## src/rtl/rf_wr_arbiter_if.sv

```systemverilog
// Requester-side write handshake bundle for rf_wr_arbiter.
// A transfer happens on a cycle where req_valid[i] & req_ready[i]; requesters hold valid/wa/wd until then.
interface rf_wr_arbiter_if #(
    parameter int NREQ = 3,
    parameter int AW   = 5,
    parameter int DW   = 32
);
    logic [NREQ-1:0]    req_valid;
    logic [NREQ*AW-1:0] req_wa;
    logic [NREQ*DW-1:0] req_wd;
    logic [NREQ-1:0]    req_ready;

    modport master (output req_valid, req_wa, req_wd, input req_ready);
    modport slave  (input req_valid, req_wa, req_wd, output req_ready);
endinterface

```

## src/rtl/rf_wr_arbiter.sv

```systemverilog
// Round-robin arbiter sharing one register-file write port among NREQ requesters.
// Optional read-bypass of the in-flight write is enabled by defining RF_WR_BYPASS_EN.
module rf_wr_arbiter #(
    parameter int NREQ = 3,
    parameter int AW   = 5,
    parameter int DW   = 32,
    parameter int CW   = 8
) (
    input  logic                 clk,
    input  logic                 rst,
    input  logic                 stall,
    rf_wr_arbiter_if.slave       req,
    output logic                 rf_we,
    output logic [AW-1:0]        rf_wa,
    output logic [DW-1:0]        rf_wd,
    output logic [2:0]           grant_id,
    output logic [CW-1:0]        x0_drop_cnt,
    input  logic [AW-1:0]        byp_ra,
    output logic                 byp_hit,
    output logic [DW-1:0]        byp_data
);

    logic [2:0]    ptr;
    logic [2:0]    gnt_idx;
    logic          gnt_vld;
    logic [7:0]    vld8;
    logic [AW-1:0] wa_arr [8];
    logic [DW-1:0] wd_arr [8];
    logic [AW-1:0] gnt_wa;
    logic [DW-1:0] gnt_wd;
    logic [3:0]    sum;

    // Pad the requester vectors to 8 entries so a 3-bit index selects exactly.
    always_comb begin
        vld8 = 8'(req.req_valid);
        for (int i = 0; i < 8; i++) begin
            wa_arr[i] = '0;
            wd_arr[i] = '0;
        end
        for (int i = 0; i < NREQ; i++) begin
            wa_arr[i] = req.req_wa[i*AW +: AW];
            wd_arr[i] = req.req_wd[i*DW +: DW];
        end
    end

    always_comb begin
        gnt_vld = 1'b0;
        gnt_idx = '0;
        sum     = '0;
        for (int k = 0; k < NREQ; k++) begin
            sum = {1'b0, ptr} + 4'(k);
            if (sum >= 4'(NREQ)) sum = sum - 4'(NREQ);
            if (!gnt_vld && vld8[sum[2:0]]) begin
                gnt_vld = 1'b1;
                gnt_idx = sum[2:0];
            end
        end
        if (rst || stall) gnt_vld = 1'b0;
    end

    assign req.req_ready = gnt_vld ? (NREQ'(1) << gnt_idx) : '0;
    assign gnt_wa        = wa_arr[gnt_idx];
    assign gnt_wd        = wd_arr[gnt_idx];

    always_ff @(posedge clk or posedge rst) begin
        if (rst) begin
            rf_we       <= 1'b0;
            rf_wa       <= '0;
            rf_wd       <= '0;
            grant_id    <= '0;
            x0_drop_cnt <= '0;
            ptr         <= '0;
        end else begin
            rf_we <= 1'b0;
            if (gnt_vld) begin
                grant_id <= gnt_idx;
                ptr      <= (gnt_idx == 3'(NREQ-1)) ? 3'd0 : gnt_idx + 3'd1;
                if (gnt_wa != '0) begin
                    rf_we <= 1'b1;
                    rf_wa <= gnt_wa;
                    rf_wd <= gnt_wd;
                end else if (x0_drop_cnt != '1) begin
                    // x0 writes are swallowed here; only the count moves.
                    x0_drop_cnt <= x0_drop_cnt + 1'b1;
                end
            end
        end
    end

`ifdef RF_WR_BYPASS_EN
    assign byp_hit  = rf_we && (rf_wa == byp_ra) && (byp_ra != '0);
    assign byp_data = byp_hit ? rf_wd : '0;
`else
    assign byp_hit  = 1'b0;
    assign byp_data = '0;
`endif

endmodule

```

## src/flat_wrapper.sv

```systemverilog
// flat-port wrapper written by rule: the top's interface ports become plain ports
module rf_wr_arbiter_flat 
#(
    parameter int NREQ = 3,
    parameter int AW   = 5,
    parameter int DW   = 32,
    parameter int CW   = 8
)
  (clk, rst, stall, rf_we, rf_wa, rf_wd, grant_id, x0_drop_cnt, byp_ra, byp_hit, byp_data, req_req_valid, req_req_wa, req_req_wd, req_req_ready);
  rf_wr_arbiter_if #(.NREQ(NREQ), .AW(AW), .DW(DW)) req_i ();
  input  logic clk;
  input  logic rst;
  input  logic stall;
  output logic rf_we;
  output logic [AW-1:0] rf_wa;
  output logic [DW-1:0] rf_wd;
  output logic [2:0] grant_id;
  output logic [CW-1:0] x0_drop_cnt;
  input  logic [AW-1:0] byp_ra;
  output logic byp_hit;
  output logic [DW-1:0] byp_data;
  input wire logic [$bits(req_i.req_valid)-1:0] req_req_valid;
  input wire logic [$bits(req_i.req_wa)-1:0] req_req_wa;
  input wire logic [$bits(req_i.req_wd)-1:0] req_req_wd;
  output wire logic [$bits(req_i.req_ready)-1:0] req_req_ready;
  assign req_i.req_valid = req_req_valid;
  assign req_i.req_wa = req_req_wa;
  assign req_i.req_wd = req_req_wd;
  assign req_req_ready = req_i.req_ready;
  rf_wr_arbiter #(.NREQ(NREQ), .AW(AW), .DW(DW), .CW(CW)) u_core (.clk(clk), .rst(rst), .stall(stall), .req(req_i), .rf_we(rf_we), .rf_wa(rf_wa), .rf_wd(rf_wd), .grant_id(grant_id), .x0_drop_cnt(x0_drop_cnt), .byp_ra(byp_ra), .byp_hit(byp_hit), .byp_data(byp_data));
endmodule
```

## config.mk

```make
export PLATFORM = sky130hd
export DESIGN_NAME = rf_wr_arbiter_flat
export DESIGN_NICKNAME = d
export VERILOG_FILES = /design/src/rtl/rf_wr_arbiter_if.sv /design/src/rtl/rf_wr_arbiter.sv /design/src/flat_wrapper.sv
export SDC_FILE = /design/constraint.sdc
export NUM_CORES = 1
export LEC_CHECK = 0
export ABC_AREA = 1
export CAP_MARGIN = 30
export CORE_ASPECT_RATIO = 0.7
export CORE_MARGIN = 2
export CORE_UTILIZATION = 39
export DETAILED_ROUTE_END_ITERATION = 8
export PLACE_DENSITY = 0.87
export SYNTH_ARGS = -nofsm -noshare
export SYNTH_HDL_FRONTEND = slang
export SYNTH_SLANG_ARGS = --single-unit
```

## constraint.sdc

```tcl
create_clock -name clk -period 4.2 [get_ports clk]
set_input_delay 0.42 -clock clk [delete_from_list [all_inputs] [get_ports clk]]
set_output_delay 0.42 -clock clk [all_outputs]
set_load 0.005 [all_outputs]
```

[Word-level counts from Yosys, hierarchy flattened]
Cells that the tools add are included.
Operators by class
  $add $sub $neg: 7
  magnitude comparators: 7
  eq/ne operators: 2
  shift operators: 1
  multiplexer cells: 26
  bitwise operators: 2
  reduce and logical (&&, ||, !) cells: 8
Operators by type and width (number)
  binary-select mux 32 bit (select 3 bit): 1
  2-to-1 mux 32 bit: 2
  2-to-1 mux 3 bit: 8
  binary-select mux 5 bit (select 3 bit): 1
  less-than comparator 3 x 4 -> 1 bit (second input constant): 3
  2-to-1 mux 5 bit: 2
  binary-select mux 1 bit (select 3 bit): 3
  2-to-1 mux 1 bit: 9
  subtractor 3 x 2 -> 3 bit (second input constant): 3
  adder 8 x 1 -> 8 bit (second input constant): 1
  >= comparator 4 x 2 -> 1 bit (second input constant): 2
  != test 8 bit (second input constant): 1
  nonzero test 5 bit: 1
  adder 3 x 1 -> 4 bit (second input constant): 1
  adder 3 x 2 -> 4 bit (second input constant): 1
  >= comparator 4 bit (second input constant): 1
  NOT 3 -> 4 bit: 1
  adder 3 x 1 -> 3 bit (second input constant): 1
  == test 3 x 2 -> 1 bit (second input constant): 1
  >= comparator 3 x 2 -> 1 bit (second input constant): 1
  AND reduction 3 bit: 1
  left shift 1 x 3 -> 3 bit (first input constant): 1
  logical AND 1 bit: 2
  zero test 1 bit: 2
  3 further kinds: 3
Word-level totals
  flip-flop bits (word level): 52
  bits of input ports: 122
  output and inout bits: 85
  word-level logic and storage cells: 59

[Longest topological paths before layout]
  depth in word-level cells: 18
  gate-level depth with buffers: 25
  mapped depth without buffers: 22

[Worst setup path after synthesis]
OpenSTA, ideal clock, no wires.
  path type: input to register
  from: input rst
  to: register u_core.x0_drop_cnt[2]
  setup time: 0.119 ns
  data arrival time: 2.859 ns
  data required time: 4.081 ns
  slack: 1.222 ns
  stages: 6
  path buffers: 0
  cells stage by stage: inv_1 -> nand3_1 -> a21oi_1 -> nand4_1 -> nand2_1 -> nand2_1
Between the ends
  cells in the longest elaborated chain, start to end: 3
Ends and longest elaborated chain
  start, declared: RTL line flat_wrapper.sv:12  | input logic rst;
  logical OR 1 bit: RTL line rf_wr_arbiter.sv:58  | if (rst || stall) gnt_vld = 1'b0;
  2-to-1 mux 1 bit: RTL line rf_wr_arbiter.sv:58
  AND reduction 3 bit (no source line)
  end signal, assigned: RTL line rf_wr_arbiter.sv:84  | x0_drop_cnt <= x0_drop_cnt + 1'b1;
  end, declared: RTL line rf_wr_arbiter.sv:17  | output logic [CW-1:0] x0_drop_cnt,
Every way passes these cells.
A chain may end at the register's enable or synchronous reset.

[Final worst setup path]
  from: register u_core.ptr[0]
  to: output req_req_ready[0]
Between the ends
  cells in the longest elaborated chain, start to end: 13
  elaborated cells between the ends (all ways): 30
  classes of those cells: add/sub (5); order compare (3); shift (1); mux (17); reduce/logical (4)
Ends and longest elaborated chain
  start, declared: RTL line rf_wr_arbiter.sv:23  | logic [2:0] ptr;
  start signal, assigned: RTL line rf_wr_arbiter.sv:77  | ptr <= (gnt_idx == 3'(NREQ-1)) ? 3'd0 : gnt_idx + 3'd1;
  parallel branches: the longest is 12 deep, another holds adder 3 x 1 -> 4 bit
  2-to-1 mux 3 bit (*): RTL line rf_wr_arbiter.sv:61  | assign req.req_ready = gnt_vld ? (NREQ'(1) << gnt_idx) : '0;
  end, declared: RTL line flat_wrapper.sv:25  | output wire logic [$bits(req_i.req_ready)-1:0] req_req_ready;
Mark *: on every way between the ends. The select of a mux whose other input is x is not followed.

==> summary.md <==
| Metric | Value |
|---|---|
| Status | completed |
| Post-layout minimum cycle time | 3.80 ns |
| Die area | 10300 um^2 |
| Clock Sinks | 52 |
| Maxcap violations | 0 |
| Worst relative slew slack | 0.565 |
| Ports | 207 |
| ANT nets after route | 0 |
| Congestion Overflow GR | 0 |
| Post-synthesis xor/xnor area fraction | 0.0165 |
| Pins Over Slew Limit | 0 |
| DRC violations left | 0 |
| Avg Inst Size Synth | 6.81 um^2 |
| Ys Warns | 0 |
| Hpwl dp | 8.83 mm |
| # diodes | 0 |
| Maximum root-to-sink buffer count | 2 |
| Layout area overhead | 49.6% |
| Fin crit share | 0.905 |
| CP Capture Type | primary output |
| Final Non-Filler Cells | 827 |
| Number of global-route vias before repair | 3840 |
| Post-synthesis register bit count | 52 |
| Worst path cell trace | ha_1, ha_1, nand2_1, nand2_1, nand2_1, nand2_1, a21oi_1, nand2_1, nand3_1, nor2_1, nor2_4, inv_4, nor2_1, clkdlybuf4s50_1 |
| Die width | 121 um |
| # rows | 29 |
| Final clock skew | 0.00761 ns |
| Clock transition at path regs | 0.07 ns |
| # port buffers | 168 |
| Syn Inst Count | 545 |
| Top cells by area, synth | dfrtp_1 (35%), nand2_1 (17%), nand3_1 (8.8%), o21ai_0 (8.4%), buf_4 (7.5%) |
| Largest net degree at the start of global routing | 53 |
| Unique cell type count in the Yosys netlist | 29 |
| Seq. cell area | 1300 um^2 |
| Final setup viols | 0 |
| Post-Place Cells | 819 |
| Worst-margin pin slew | 0.652 ns |
| Final WL | 11.4 mm |
| Area of the multi-input gates | 2020 um^2 |
| Clock Root Buffer | clkbuf_16 |
| Core region area | 9140 um^2 |
| Data arrival time of the critical path | 3.38 ns |
| Routability congestion estimate | 0.888 |
| Tot GR Track Use | 0.213 |
| Post-CTS setup buffer count | 0 |
| Kind of critical path | reg -> out |
| Synth Area in Simple Gates | 0.356 |
| Fin. Hold Viols | 0 |
| FMAX | 263 MHz |
| CP Buf/Inv Count | 2 |
| Worst min path class | reg -> reg |
| Most numerous cell on the critical path | nand2_1 |
| CP Max Fanout | 22 |
| Final net count | 833 |
| Drt pass-1 iters | 5 |
| RSZ-0062 raised after global routing | false |
| Slowest-stage cell, CP | dfrtp_1 |
| Resized cells post-CTS | 0 |
| Top cell type's share of synthesized area | 0.350 |
| Setup TNS | 0 ns |
| Fillcell total | 856 |
| Wirelength per Cell | 13.8 um |
| Via density | 4.99 |
| Initial Utilization | 0.406 |
| Peak VDD IR | 0.000778 V |
| Die height | 85.6 um |
| Global-route wire length before repair | 17.9 mm |
| Initial antenna violation count | 0 |
| Dominant cell type by area after synthesis | dfrtp_1 |
| Post-synthesis sequential area ratio | 0.350 |
| Leakage | 2.67 nW |
| Combinational family with the most area after synthesis | simple AND/OR/NAND/NOR gates |
| Post-synthesis compound-gate area fraction | 0.106 |
| Detailed-route via count | 4129 |
| P per Cell Area | 1050 nW/um^2 |
| Layout cells sized above 1 | 0.0498 |
| Worst setup SP type | flip-flop |
| Num CTS Buffers | 5 |
| Mapped Area | 3710 um^2 |
| 1st-iter DRT viols | 370 |
| CP top delay family | simple AND/OR/NAND/NOR gates |
| Mux cell area share after synthesis | 0 |
| CP peak stage delay | 0.50 ns |
| CTS tree | yes |
| CTS Hold Bufs | 0 |
| H-tree depth | 2 |
| Adder-Cell Fraction of Synth Area | 0.0303 |
| Required @ worst endpoint | 3.78 ns |
| Clock latency on the worst-skew pair | 0.29 ns |
==> tightest hold or removal path: cells and delay by family, from the launching register on <==
family        cells  cell delay, ns
simple gates      2            0.09
flops             1            0.34
==> cell families (layout without fill, tap and decap cells) <==
kind of cell,Yosys count,count (layout)
flops,52,52
other cells,1,33
compound gates,76,76
simple gates,306,306
fa+ha+maj,9,9
buf+inv,94,220
xor+xnor,7,7
==> registers in the layout (all words and copies together), names as in the netlist <==
register            cells
u_core.grant_id         3
u_core.ptr              3
u_core.rf_wa            5
u_core.rf_wd           32
u_core.rf_we            1
u_core.x0_drop_cnt      8
==> layout by cell type, fill, tap and decap left out <==
master,n
nor2_1,47
buf_4,8
inv_4,2
nand4_1,12
nand3b_1,4
a21oi_1,2
ha_1,9
clkbuf_16,5
o21ai_0,62
clkbuf_8,2
bufinv_16,1
nor2_4,1
buf_6,2
o21ai_2,1
dfrtp_1,52
a21oi_2,2
nand2_2,5
xor2_1,3
xnor2_1,4
o21ai_1,7
nand3_2,1
inv_2,3
nor2_8,1
clkdlybuf4s50_1,168
nand2_1,169
nand4_2,1
inv_1,28
conb_1,33
o22ai_1,1
clkinv_1,1
a21boi_1,1
nand3_1,65
==> metal layers <==
layer | up-vias | track usage | wire (um)
met1 | 1923 | 0.263 | 4730
met4 | 0 | 0.0402 | 92
li1 | 2011 | - | -
met5 | - | 0 | 0
met3 | 15 | 0.0512 | 803
met2 | 180 | 0.383 | 5760
==> layout make-up <==
| cell class | count | share of cell area |
|---|---|---|
| Inverter | 34 | 0.0239 |
| Tap cell | 124 | 0.0279 |
| Sequential cell | 52 | 0.234 |
| Clock buffer | 7 | 0.0275 |
| Clock inverter | 1 | 0.00541 |
| Timing Repair Buffer | 178 | 0.318 |
| Multi-Input combinational cell | 431 | 0.364 |
==> worst paths after layout <==
| kind | startpoint | slack (ns) | depth (start not counted) | endpoint |
|---|---|---|---|---|
| max | u_core.ptr[0] | 0.40 | 14 | req_req_ready[0] |
| max in group asynchronous | rst | 3.08 | 3 | u_core.rf_wd[31] |
| min | u_core.rf_wd[29] | 0.47 | 2 | u_core.rf_wd[29] |
| max reg2reg | u_core.ptr[0] | 0.44 | 20 | u_core.rf_wd[23] |
| min reg2reg | u_core.rf_wd[29] | 0.47 | 2 | u_core.rf_wd[29] |
| min in group asynchronous | rst | 0.69 | 3 | u_core.rf_wa[2] |
==> power breakdown <==
part	switching, mW	total [mW]	internal [mW]	leakage [nW]
Combinational	2.89	4.50	1.61	1.91
Sequential	0.133	0.850	0.717	0.666
Clock	0.177	0.491	0.314	0.0901
Total	3.20	5.84	2.64	2.67
==> metrics by stage <==
stage | setup WS [ns] | area (um^2) | power [mW] | util | hold slack [ns]
floorplan | 1.22 | 3830 | 3.94 | - | 0.465
global placement | 0.495 | 5360 | 5.12 | 0.586 | 0.454
detailed placement | 0.356 | 5360 | 5.29 | 0.586 | 0.458
CTS | 0.243 | 5540 | 5.80 | 0.606 | 0.474
global route | 0.0226 | 5560 | 6.45 | 0.608 | 0.491
finish | 0.397 | 5560 | 5.84 | 0.608 | 0.468
==> cell usage after synthesis, drive strengths merged <==
| cell | number |
|---|---|
| a21boi | 1 |
| clkbuf | 14 |
| dfrtp | 52 |
| xor2 | 3 |
| conb | 1 |
| a21oi | 4 |
| xnor2 | 4 |
| clkinv | 1 |
| nand3 | 66 |
| nand3b | 4 |
| nor2 | 49 |
| o21ai | 70 |
| nand4 | 13 |
| inv | 33 |
| o22ai | 1 |
| buf | 46 |
| ha | 9 |
| nand2 | 174 |
Power figures use the tool's default switching activity.
